==> src/rtl/core88_mem_responder_if.sv <==
// rtl/core88_mem_responder_if.sv - core88 byte bus between core (master) and memory responder (slave)
interface core88_mem_responder_if;
  logic [19:0] address;
  logic [7:0]  wdata;
  logic        wreq;
  logic [7:0]  rdata;
  logic        locked;

  modport master (
    output address,
    output wdata,
    output wreq,
    input  rdata,
    input  locked
  );

  modport slave (
    input  address,
    input  wdata,
    input  wreq,
    output rdata,
    output locked
  );
endinterface

==> src/rtl/core88_mem_responder.sv <==
// rtl/core88_mem_responder.sv - core88 bus responder backed by 16-bit async SRAM with one-word read buffer
module core88_mem_responder #(
  parameter int unsigned  WAIT_CYCLES = 1,
  parameter logic [19:0]  ROM_BASE    = 20'hF0000,
  parameter bit           ROM_PROTECT = 1'b1
) (
  input  logic                         clock,
  input  logic                         reset,
  core88_mem_responder_if.slave        bus,
  output logic [18:0]                  sram_addr,
  output logic [15:0]                  sram_dq_o,
  input  logic [15:0]                  sram_dq_i,
  output logic                         sram_oe,
  output logic                         sram_we,
  output logic                         sram_ub,
  output logic                         sram_lb
);

  typedef enum logic [1:0] {
    ST_IDLE,
    ST_ACCESS,
    ST_DONE
  } state_t;

  localparam logic [3:0] WAIT_INIT = 4'(WAIT_CYCLES);

  state_t      state;
  state_t      state_next;
  logic [3:0]  counter;
  logic [15:0] buf_data;
  logic [18:0] buf_tag;
  logic        buf_valid;
  logic        op_write;
  logic        op_blocked;
  logic        op_hi;
  logic [7:0]  op_wdata;
  logic        hit;
  logic        blocked;
  logic        start;
  logic        last;
  logic        locked_int;

  // A read of the buffered word can be answered without touching the SRAM.
  assign hit = !bus.wreq && buf_valid && (buf_tag == bus.address[19:1]);

  // Writes into the BIOS region are acknowledged but never strobed.
  assign blocked = ROM_PROTECT && (bus.address >= ROM_BASE);

  assign bus.locked = locked_int;
  assign bus.rdata  = bus.address[0] ? buf_data[15:8] : buf_data[7:0];
  assign sram_dq_o  = {op_wdata, op_wdata};

  // State register.
  always_ff @(posedge clock) begin
    if (reset) begin
      state <= ST_IDLE;
    end else begin
      state <= state_next;
    end
  end

  // Next-state logic and the core's advance-enable.
  always_comb begin
    state_next = state;
    locked_int = 1'b0;
    start      = 1'b0;
    last       = 1'b0;
    case (state)
      ST_IDLE: begin
        if (hit) begin
          locked_int = 1'b1;
        end else begin
          start      = 1'b1;
          state_next = ST_ACCESS;
        end
      end
      ST_ACCESS: begin
        if (counter == 4'd0) begin
          last       = 1'b1;
          state_next = ST_DONE;
        end
      end
      ST_DONE: begin
        locked_int = 1'b1;
        state_next = ST_IDLE;
      end
      default: state_next = ST_IDLE;
    endcase
  end

  // SRAM strobes: set on entry to ACCESS, held stable, dropped on entry to DONE.
  always_ff @(posedge clock) begin
    if (reset) begin
      sram_addr <= 19'd0;
      sram_oe   <= 1'b0;
      sram_we   <= 1'b0;
      sram_ub   <= 1'b0;
      sram_lb   <= 1'b0;
    end else if (start) begin
      sram_addr <= bus.address[19:1];
      if (!bus.wreq) begin
        sram_oe <= 1'b1;
        sram_we <= 1'b0;
        sram_ub <= 1'b1;
        sram_lb <= 1'b1;
      end else begin
        sram_oe <= 1'b0;
        sram_we <= !blocked;
        sram_ub <= !blocked && bus.address[0];
        sram_lb <= !blocked && !bus.address[0];
      end
    end else if (last) begin
      sram_oe <= 1'b0;
      sram_we <= 1'b0;
      sram_ub <= 1'b0;
      sram_lb <= 1'b0;
    end
  end

  // Access counter plus the parts of the request remembered for the last ACCESS cycle.
  always_ff @(posedge clock) begin
    if (reset) begin
      counter    <= 4'd0;
      op_write   <= 1'b0;
      op_blocked <= 1'b0;
      op_hi      <= 1'b0;
      op_wdata   <= 8'd0;
    end else if (start) begin
      counter    <= WAIT_INIT;
      op_write   <= bus.wreq;
      op_blocked <= blocked;
      op_hi      <= bus.address[0];
      op_wdata   <= bus.wdata;
    end else if ((state == ST_ACCESS) && (counter != 4'd0)) begin
      counter <= counter - 4'd1;
    end
  end

  // Read buffer: filled by read misses, patched by unblocked writes to the same word.
  always_ff @(posedge clock) begin
    if (reset) begin
      buf_valid <= 1'b0;
      buf_tag   <= 19'd0;
      buf_data  <= 16'd0;
    end else if (last) begin
      if (!op_write) begin
        buf_data  <= sram_dq_i;
        buf_tag   <= sram_addr;
        buf_valid <= 1'b1;
      end else if (!op_blocked && buf_valid && (buf_tag == sram_addr)) begin
        if (op_hi) begin
          buf_data[15:8] <= op_wdata;
        end else begin
          buf_data[7:0] <= op_wdata;
        end
      end
    end
  end

endmodule

==> src/flat_wrapper.sv <==
// flat-port wrapper written by rule: the top's interface ports become plain ports
module core88_mem_responder_flat 
#(
  parameter int unsigned  WAIT_CYCLES = 1,
  parameter logic [19:0]  ROM_BASE    = 20'hF0000,
  parameter bit           ROM_PROTECT = 1'b1
)
  (clock, reset, sram_addr, sram_dq_o, sram_dq_i, sram_oe, sram_we, sram_ub, sram_lb, bus_address, bus_wdata, bus_wreq, bus_rdata, bus_locked);
  core88_mem_responder_if bus_i ();
  input  logic clock;
  input  logic reset;
  output logic [18:0] sram_addr;
  output logic [15:0] sram_dq_o;
  input  logic [15:0] sram_dq_i;
  output logic sram_oe;
  output logic sram_we;
  output logic sram_ub;
  output logic sram_lb;
  input wire logic [$bits(bus_i.address)-1:0] bus_address;
  input wire logic [$bits(bus_i.wdata)-1:0] bus_wdata;
  input wire logic [$bits(bus_i.wreq)-1:0] bus_wreq;
  output wire logic [$bits(bus_i.rdata)-1:0] bus_rdata;
  output wire logic [$bits(bus_i.locked)-1:0] bus_locked;
  assign bus_i.address = bus_address;
  assign bus_i.wdata = bus_wdata;
  assign bus_i.wreq = bus_wreq;
  assign bus_rdata = bus_i.rdata;
  assign bus_locked = bus_i.locked;
  core88_mem_responder #(.WAIT_CYCLES(WAIT_CYCLES), .ROM_BASE(ROM_BASE), .ROM_PROTECT(ROM_PROTECT)) u_core (.clock(clock), .reset(reset), .bus(bus_i), .sram_addr(sram_addr), .sram_dq_o(sram_dq_o), .sram_dq_i(sram_dq_i), .sram_oe(sram_oe), .sram_we(sram_we), .sram_ub(sram_ub), .sram_lb(sram_lb));
endmodule
==> config.mk <==
export PLATFORM = sky130hd
export DESIGN_NAME = core88_mem_responder_flat
export DESIGN_NICKNAME = d
export VERILOG_FILES = /design/src/rtl/core88_mem_responder_if.sv /design/src/rtl/core88_mem_responder.sv /design/src/flat_wrapper.sv
export SDC_FILE = /design/constraint.sdc
export NUM_CORES = 1
export LEC_CHECK = 0
export BUFFER_PORTS_ARGS = -buffer_cell sky130_fd_sc_hd__buf_2
export CAP_MARGIN = 5
export CORE_ASPECT_RATIO = 2
export CORE_UTILIZATION = 40
export DETAILED_ROUTE_END_ITERATION = 8
export SYNTH_ARGS = -nofsm -noshare
export SYNTH_HDL_FRONTEND = slang
export SYNTH_SLANG_ARGS = --single-unit
==> constraint.sdc <==
create_clock -name clock -period 4.7 [get_ports clock]
set_clock_uncertainty 0.2 [all_clocks]
set_input_delay 0.47 -clock clock [delete_from_list [all_inputs] [get_ports clock]]
set_output_delay 0.47 -clock clock [all_outputs]
set_load 0.05 [all_outputs]
[After elaboration in Yosys (flattened, before gate mapping)]
Cells that the tools add are included.
Word-level totals
  output and inout port bits: 48
  bits of input ports: 47
  register bits: 76
Cells by class
  reduce and logical (&&, ||, !) cells: 21
  bitwise logic cells: 1
  eq/ne operators: 9
  magnitude comparators: 1
  $add $sub $neg: 1
  mux-type cells: 25
Operators with widths (number)
  19-bit == test: 2
  16-bit 2-to-1 mux: 2
  8-bit 2-to-1 mux: 3
  20-bit greater-or-equal comparator (second input constant): 1
  1-bit 2-to-1 mux: 16
  2-bit inequality test (second input constant): 4
  1-bit logical AND: 7
  3-bit AND reduction: 2
  1-bit logical NOT: 4
  4-bit logical NOT: 1
  2-bit 2-to-1 mux: 2
  2-bit one-hot mux with 2 select lines: 1
  2-bit AND reduction: 2
  2-bit nonzero test: 2
  4-bit nonzero test: 1
  4-bit by 1-bit subtractor with 4-bit output (second input constant): 1
  2-bit by 1-bit == test with 1-bit output (second input constant): 1
  2-bit == test (second input constant): 1
  2-bit logical NOT: 1
  2-bit by 1-bit inequality test with 1-bit output (second input constant): 1
  1-bit one-hot mux with 2 select lines: 1
  2-bit OR reduction: 1
  1-bit inverter: 1

[Depth between registers and ports, before layout]
Gate-level depths: netlist of the first run.
  word-level depth: 6
  mapped depth: 9
  mapped depth without buffers: 7

[Worst setup path before layout of the first run]
OpenSTA, ideal clock, no wires.
  path kind: input to output
  start: input bus_address[8]
  end: output bus_locked
  arrival time: 1.830 ns
  setup slack: 2.200 ns
  cell stages on the path: 5
  path through: xnor2_1 nand3b_1 nor4_2 a21oi_1 nor2_1
Between the ends
  cells in the longest elaborated chain, start to end: 4
RTL lines
  start, declared: line flat_wrapper.sv:19  | input wire logic [$bits(bus_i.address)-1:0] bus_address;
  19-bit == test: line core88_mem_responder.sv:44  | assign hit = !bus.wreq && buf_valid && (buf_tag == bus.address[19:1]);
  1-bit logical AND: line core88_mem_responder.sv:44
  1-bit 2-to-1 mux: line core88_mem_responder.sv:70  | if (hit) begin
  1-bit one-hot mux with 2 select lines: line core88_mem_responder.sv:68  | case (state)
  end, declared: line flat_wrapper.sv:23  | output wire logic [$bits(bus_i.locked)-1:0] bus_locked;
No other way between the ends.

[Worst setup path after layout of the first run]
  start: register u_core.buf_tag[10]
  end: output bus_locked
Between the ends
  cells in the longest elaborated chain, start to end: 4
RTL lines
  start, declared: line core88_mem_responder.sv:31  | logic [18:0] buf_tag;
  start signal, assigned: line core88_mem_responder.sv:148  | buf_tag <= sram_addr;
  19-bit == test: line core88_mem_responder.sv:44
  1-bit logical AND: line core88_mem_responder.sv:44
  1-bit 2-to-1 mux: line core88_mem_responder.sv:70
  1-bit one-hot mux with 2 select lines: line core88_mem_responder.sv:68
No other way between the ends.

==> results.md, run 1 <==
- Mapped cell area: 4223 sq um
- Io pins: 95
- Critical path endpoint category: primary output
- GRT overflow: 0
- Fin crit period: 2709 ps
- Gate Count Post-Synth: 482
- Row Count: 52
- Peak supply drop: 0.2147 mV
- Final antenna-violating net count: 0
- RSZ-0062 raised after global routing: false
- Die Wd: 74.66 um
- Fin crit share: 57.63%
- Clock sink count: 76
- Die area: 11000 sq um
- CP Max Fanout: 3
- Most common cell after layout, fill and taps aside: buf_2
- Worst reg2reg path depth: 5
- Worst-path clk slew: 60 ps
- Chip Height: 147.3 um
- # hold bufs at CTS: 0
- Largest net degree at the start of global routing: 63
- Total clock buffers created by CTS: 9
- Inst Count DP: 673
- Initial antenna violation count: 0
- Via count: 3597
- Antenna cell count: 0
- Crit path largest cell delay: 370 ps
- Pleak: 2.030 nW
- Detailed Route WL: 11.49 mm
- Syn Area/Cell: 8.761 sq um
- Synth unique cells: 36
- H-tree level count: 3
- Most frequent cells in the layout: buf_2, nand2b_1, dfxtp_1
- DP HPWL: 8.248 mm
- Postcts setup bufs: 0
- PortBufs: 94
- Main synth FF type: dfxtp_1
- Layout cell share with drive strength beyond 1: 25.68%
- Slew headroom: 23.89%
- Final hold vios: 0
- Total track usage: 22.29%
- Number of remaining DRC errors: 0
- Status: finished clean
- Pre-antenna DRT Iters: 4
- PwrDens: 408.0 nW/um^2
- Register area share after synthesis: 36.03%
- Final setup fails: 0
- CTS resizes: 0
- Max-cap violation count: 0
- Initial DRC Count: 142
- Post-synthesis async set-or-reset flop share: 0%
- Worst-path cell chain: xnor2_1 > nand4_1 > nor4_2 > a21oi_1 > nor2_1 > buf_2
- Slowest CP cell: nor4_2
- Core Area: 10210 sq um
- Highest clock rate: 369.2 MHz
- Pins Over Slew Limit: 0
- Synth Warn #: 0
- Hold WC Path Type: input pin to flip-flop
- FF+latch count, synth: 76
- Finished Layout Cells: 688
- Mapped Nets: 531
- Area grow syn2layout: 17.36%
- Final setup TNS: 0 ps
- Routed WL per cell: 16.70 um
- Root buffer cell: clkbuf_16
- CTS tree: built
- Vias in the first global route: 3612
- Worst path arrival time: 2040 ps
- First-pass GRT wire length: 18.27 mm
- Starting density of the core: 41.34%
- Worst-margin pin slew: 1133 ps
- Vias/cell: 5.228
- Clk_lat worst skew: 340 ps
- WS Path Type: flip-flop to primary output
- Worst hold path depth: 3
- Worst path required time: 4030 ps
- Placer Congestion: 0.8075
- Clock Path Buffers: 2
- Startpoint types: flip-flop
- Post-synth EDFFs: 0
- # nets final: 598
state kept, by name, indices dropped and copies added, names as in the netlist:
register           cells
u_core.buf_data       16
u_core.sram_we         1
u_core.state           2
u_core.sram_lb         1
u_core.sram_oe         1
u_core.buf_tag        19
u_core.op_blocked      1
u_core.op_hi           1
u_core.sram_ub         1
u_core.op_write        1
u_core.sram_addr      19
u_core.op_wdata        8
u_core.buf_valid       1
u_core.counter         4
per-stage QoR:
stage	hold WS [ps]	setup slack, ps	utilization, %	cell area (sq um)	power [mW]
after floorplan	254.4	2200	-	4223	1.246
after global placement	275.8	2029	45.80	4678	1.384
after detailed placement	292.7	2072	45.80	4678	1.391
after CTS	181.9	1951	48.52	4956	2.044
after global routing	191.5	1836	48.52	4956	2.119
final	187.7	1991	48.52	4956	2.022
Yosys cell counts (2+ instances only):
master / count / area share [%]
dfxtp_1: 76 / 36
clkbuf_1: 22 / 2.0
buf_4: 14 / 2.5
nor4_2: 11 / 3.3
nor3b_1: 4 / 0.71
xor2_1: 16 / 3.3
buf_2: 6 / 0.71
xnor2_1: 25 / 5.2
mux2_2: 12 / 3.2
nand4_1: 7 / 1.0
inv_1: 2 / 0.18
nor4_1: 11 / 1.6
a21oi_1: 41 / 4.9
o21ai_0: 29 / 3.4
nor2b_1: 2 / 0.30
o21ai_1: 6 / 0.71
or3_1: 17 / 2.5
and4_1: 2 / 0.41
ha_1: 2 / 0.59
nand2b_1: 77 / 11
nand3b_1: 10 / 1.8
nor2_1: 7 / 0.62
nand2_1: 23 / 2.0
nor3_1: 19 / 2.3
mux2i_1: 30 / 7.1
routing by layer:
metal	track usage (%)	up-vias	share of wire [%]
li1	-	1785	-
met3	3.704	32	3.0
met4	14.72	0	5.9
met5	0	-	0
met1	22.69	1697	36
met2	39.68	83	55
worst max-delay path: cells and delay by family (launching register included):
| family | cells | cell delay (ps) |
|---|---|---|
| AO/OA/AOI/OAI | 1 | 120 |
| buffers and inverters | 1 | 300 |
| flip-flops | 1 | 330 |
| XOR/XNOR | 1 | 200 |
| AND/OR/NAND/NOR | 3 | 750 |
logic make-up (layout without fill, tap and decap cells):
kind of cell / count (synthesis) / count (layout) / share of synthesized area (%)
buffers and inverters: 45 / 116 / 5.422
muxes: 42 / 42 / 10.31
adders and majority gates: 2 / 2 / 0.5925
and+or+nand+nor: 198 / 198 / 29.45
xor gates and xnor gates: 41 / 41 / 8.504
AOI/OAI and AO/OA: 78 / 78 / 9.689
DFF: 76 / 76 / 36.03
where the power goes:
part           internal (mW)  leakage (nW)  switching [mW]
clock network          0.381         0.133           0.268
registers              0.708         0.623          0.0597
logic                  0.198          1.27           0.407
total                   1.29          2.03           0.735
final cells by class:
class,count,area [sq um]
clock buffers,11,252.7
clock inverters,4,25.02
fillers,1011,5259
inverters,2,7.507
multi-input cells,361,2472
flip-flops and latches,76,1521
well taps,135,168.9
repair buffers,99,508.0
final timing paths:
kind                                   start                              end  slack (ps)
min                             bus_wdata[0]  u_core.op_wdata[0]$_SDFFE_PP0P_         190
max reg2reg   u_core.buf_tag[2]$_SDFFE_PP0P_  u_core.buf_data[4]$_SDFFE_PP0P_        2200
max          u_core.buf_tag[10]$_SDFFE_PP0P_                       bus_locked        1990
min reg2reg      u_core.sram_we$_SDFFE_PP0P_      u_core.sram_we$_SDFFE_PP0P_         300
Note: power is estimated with default switching activity, not from simulation.
==> run 2, diff against run 1 <==
==> constraint.sdc (replaced) <==
create_clock -name clock -period 2.3 [get_ports clock]
set_clock_uncertainty 0.2 [all_clocks]
set_input_delay 0.23 -clock clock [delete_from_list [all_inputs] [get_ports clock]]
set_output_delay 0.23 -clock clock [all_outputs]
set_load 0.05 [all_outputs]
==> run 2 against run 1 <==
Flip-flop and latch count did not move. Final cell count rose by 7.0%. Critical path type unchanged. Sequential power rose by 110%. Die area did not move. Largest power group unchanged. Wire length rose by 4.3%. Critical path depth did not move.
==> results.md, run 2 (synthesized netlist as in run 1, its figures left out) <==
- Highest routed layer: met4
- Most common cell after layout, fill and taps aside: buf_2
- Reg-to-reg slack, setup: 100 ps
- CTS tree: built
- Row Count: 52
- Worst-margin pin slew: 419.3 ps
- Worst path arrival time: 1780 ps
- Int Power: 2.780 mW
- Initial DRC Count: 193
- Critical path endpoint category: primary output
- Seq pwr share: 36.7%
- Total clock buffers created by CTS: 9
- Detailed Route WL: 11.98 mm
- Sw Share: 35.29%
- PortBufs: 94
- Total track usage: 22.80%
- Startpoint types: flip-flop
- Peak supply drop: 0.4459 mV
- Largest net degree at the start of global routing: 41
- Die area: 11000 sq um
- Area grow syn2layout: 30.40%
- Combinational power share: 31.9%
- Met1 wire length: 4.382 mm
- Slew headroom: 71.79%
- Hold slack: 13.71 ps
- GRT overflow: 0
- Worst hold start: bus_address[19]
- H-tree level count: 3
- First-pass GRT wire length: 18.57 mm
- Vias in the first global route: 3648
- Worst-path cell chain: xnor2_1 > nand4_1 > nor3_4 > a21oi_1 > nor2_1 > buf_6
- Clk network pwr share: 31.4%
- Io pins: 95
- Placer Congestion: 0.8216
- Met2 Routed Length: 6.983 mm
- PwrDens: 780.1 nW/um^2
- Core Area: 10210 sq um
- Final antenna-violating net count: 0
- Initial antenna violation count: 0
- Worst hold path depth: 3
- Largest registers: u_core.buf_tag (19), u_core.sram_addr (19), u_core.buf_data (16)
- Pre-antenna DRT Iters: 4
- Status: finished clean
- Die Wd: 74.66 um
- R2r endpoint: u_core.buf_data[7]$_SDFFE_PP0P_
- Root buffer cell: clkbuf_16
- Number of remaining DRC errors: 0
- Clk_lat worst skew: 330 ps
- Via count: 3812
- Most frequent cells in the layout: buf_2, nand2b_1, dfxtp_1
- Clock sink count: 76
- Crit path largest cell delay: 370 ps
- Final setup TNS: 0 ps
- Fill cells: 972
- Fin crit share: 96.28%
- Slowest CP cell: dfxtp_1
- Min-Delay Endpoint: u_core.sram_addr[18]$_SDFFE_PP0P_
- Pleak: 2.312 nW
- # nets final: 645
- Max-cap violation count: 0
- Fin crit period: 2214 ps
- CP Max Fanout: 3
- Routed WL per cell: 16.28 um
- Clock Path Buffers: 2
- Final hold vios: 0
- WS Path Type: flip-flop to primary output
- Worst reg2reg path depth: 8
- Chip Height: 147.3 um
- Pins Over Slew Limit: 0
- Layout cell share with drive strength beyond 1: 27.95%
- Highest clock rate: 451.6 MHz
- Antenna cell count: 0
- Net load switching power: 1.516 mW
- Starting density of the core: 41.34%
- Hold WC Path Type: input pin to flip-flop
- DP HPWL: 8.704 mm
- Final setup fails: 0
- RSZ-0062 raised after global routing: false
- Reg-to-reg startpoint: u_core.counter[1]$_SDFFE_PP0P_
- Vias/cell: 5.179
- Worst path required time: 1870 ps
- DR WL met3: 284 um
- Worst-path clk slew: 50 ps
## run 2: cell count changes in the layout (fill, tap and decap cells not counted), sizes merged
cell	delta
dlygate4sd3	+26
buf	+21
clkbuf	+4
clkinvlp	-2
clkinv	-1
## run 2: final cells by class
type / count / area, sq um / share of cell area [%]
Clock buffer: 15 / 277.8 / 5.044
Clock inverter: 1 / 5.005 / 0.09089
Inverter: 2 / 7.507 / 0.1363
Multi-Input combinational cell: 361 / 2526 / 45.88
Sequential cell: 76 / 1523 / 27.65
Tap cell: 135 / 168.9 / 3.067
Timing Repair Buffer: 146 / 998.5 / 18.13
## run 2: power by group through the flow
stage          Combinational [mW]  Clock (mW)  Sequential (mW)
6_report                     1.37        1.35             1.58
5_1_grt                      1.46        1.43             1.59
4_1_cts                      1.37        1.38             1.57
3_5_place_dp                 1.31           0             1.60
3_3_place_gp                 1.29           0             1.59
2_1_floorplan               0.761           0             1.79
## run 2: how the worst max path moves through the flow
stage / cells after the start / end / startpoint / slack (ps)
detailed placement: 8 / u_core.buf_data[4]$_SDFFE_PP0P_ / u_core.counter[0]$_SDFFE_PP0P_ / 70
global placement: 8 / u_core.buf_data[7]$_SDFFE_PP0P_ / u_core.counter[0]$_SDFFE_PP0P_ / 130
global route: 6 / bus_locked / u_core.buf_tag[8]$_SDFFE_PP0P_ / 1
CTS: 6 / bus_locked / u_core.buf_tag[13]$_SDFFE_PP0P_ / 4
finish: 6 / bus_locked / u_core.buf_tag[8]$_SDFFE_PP0P_ / 90
floorplan: 6 / u_core.buf_data[3]$_SDFFE_PP0P_ / u_core.sram_addr[3]$_SDFFE_PP0P_ / 120
## run 2: layer usage
layer,GRT usage [%],up-vias
met4,10.28,0
met2,43.15,89
met3,3.635,21
li1,-,1891
met5,0,-
met1,23.04,1811
## run 2: per-stage QoR
stage | setup WS (ps) | power, mW | utilization, % | instances | instance area, sq um
final | 85.53 | 4.295 | 53.91 | 736 | 5507
after global routing | 1.485 | 4.481 | 53.91 | 736 | 5507
after CTS | 3.738 | 4.322 | 53.63 | 735 | 5478
after detailed placement | 65.75 | 2.910 | 47.59 | 689 | 4861
after global placement | 132.7 | 2.888 | 47.59 | 689 | 4861
after floorplan | 119.8 | 2.546 | - | 482 | 4223
## run 2: timing repair
item | 4_1_cts | 5_1_grt
endpoints found under the hold margin | 28 | 0
pin swaps | 4 | 5
resized for setup | 7 | 9
endpoints found under the setup margin | 1 | 33
hold buffers | 26 | 0
buffers inserted | 4 | 1
## run 2: worst max-delay path: cells and delay by family, from the launching register on
family | cells | cell delay (ps)
and+or+nand+nor | 3 | 650
DFF | 1 | 370
buffers and inverters | 1 | 190
xor gates and xnor gates | 1 | 140
AOI/OAI and AO/OA | 1 | 90
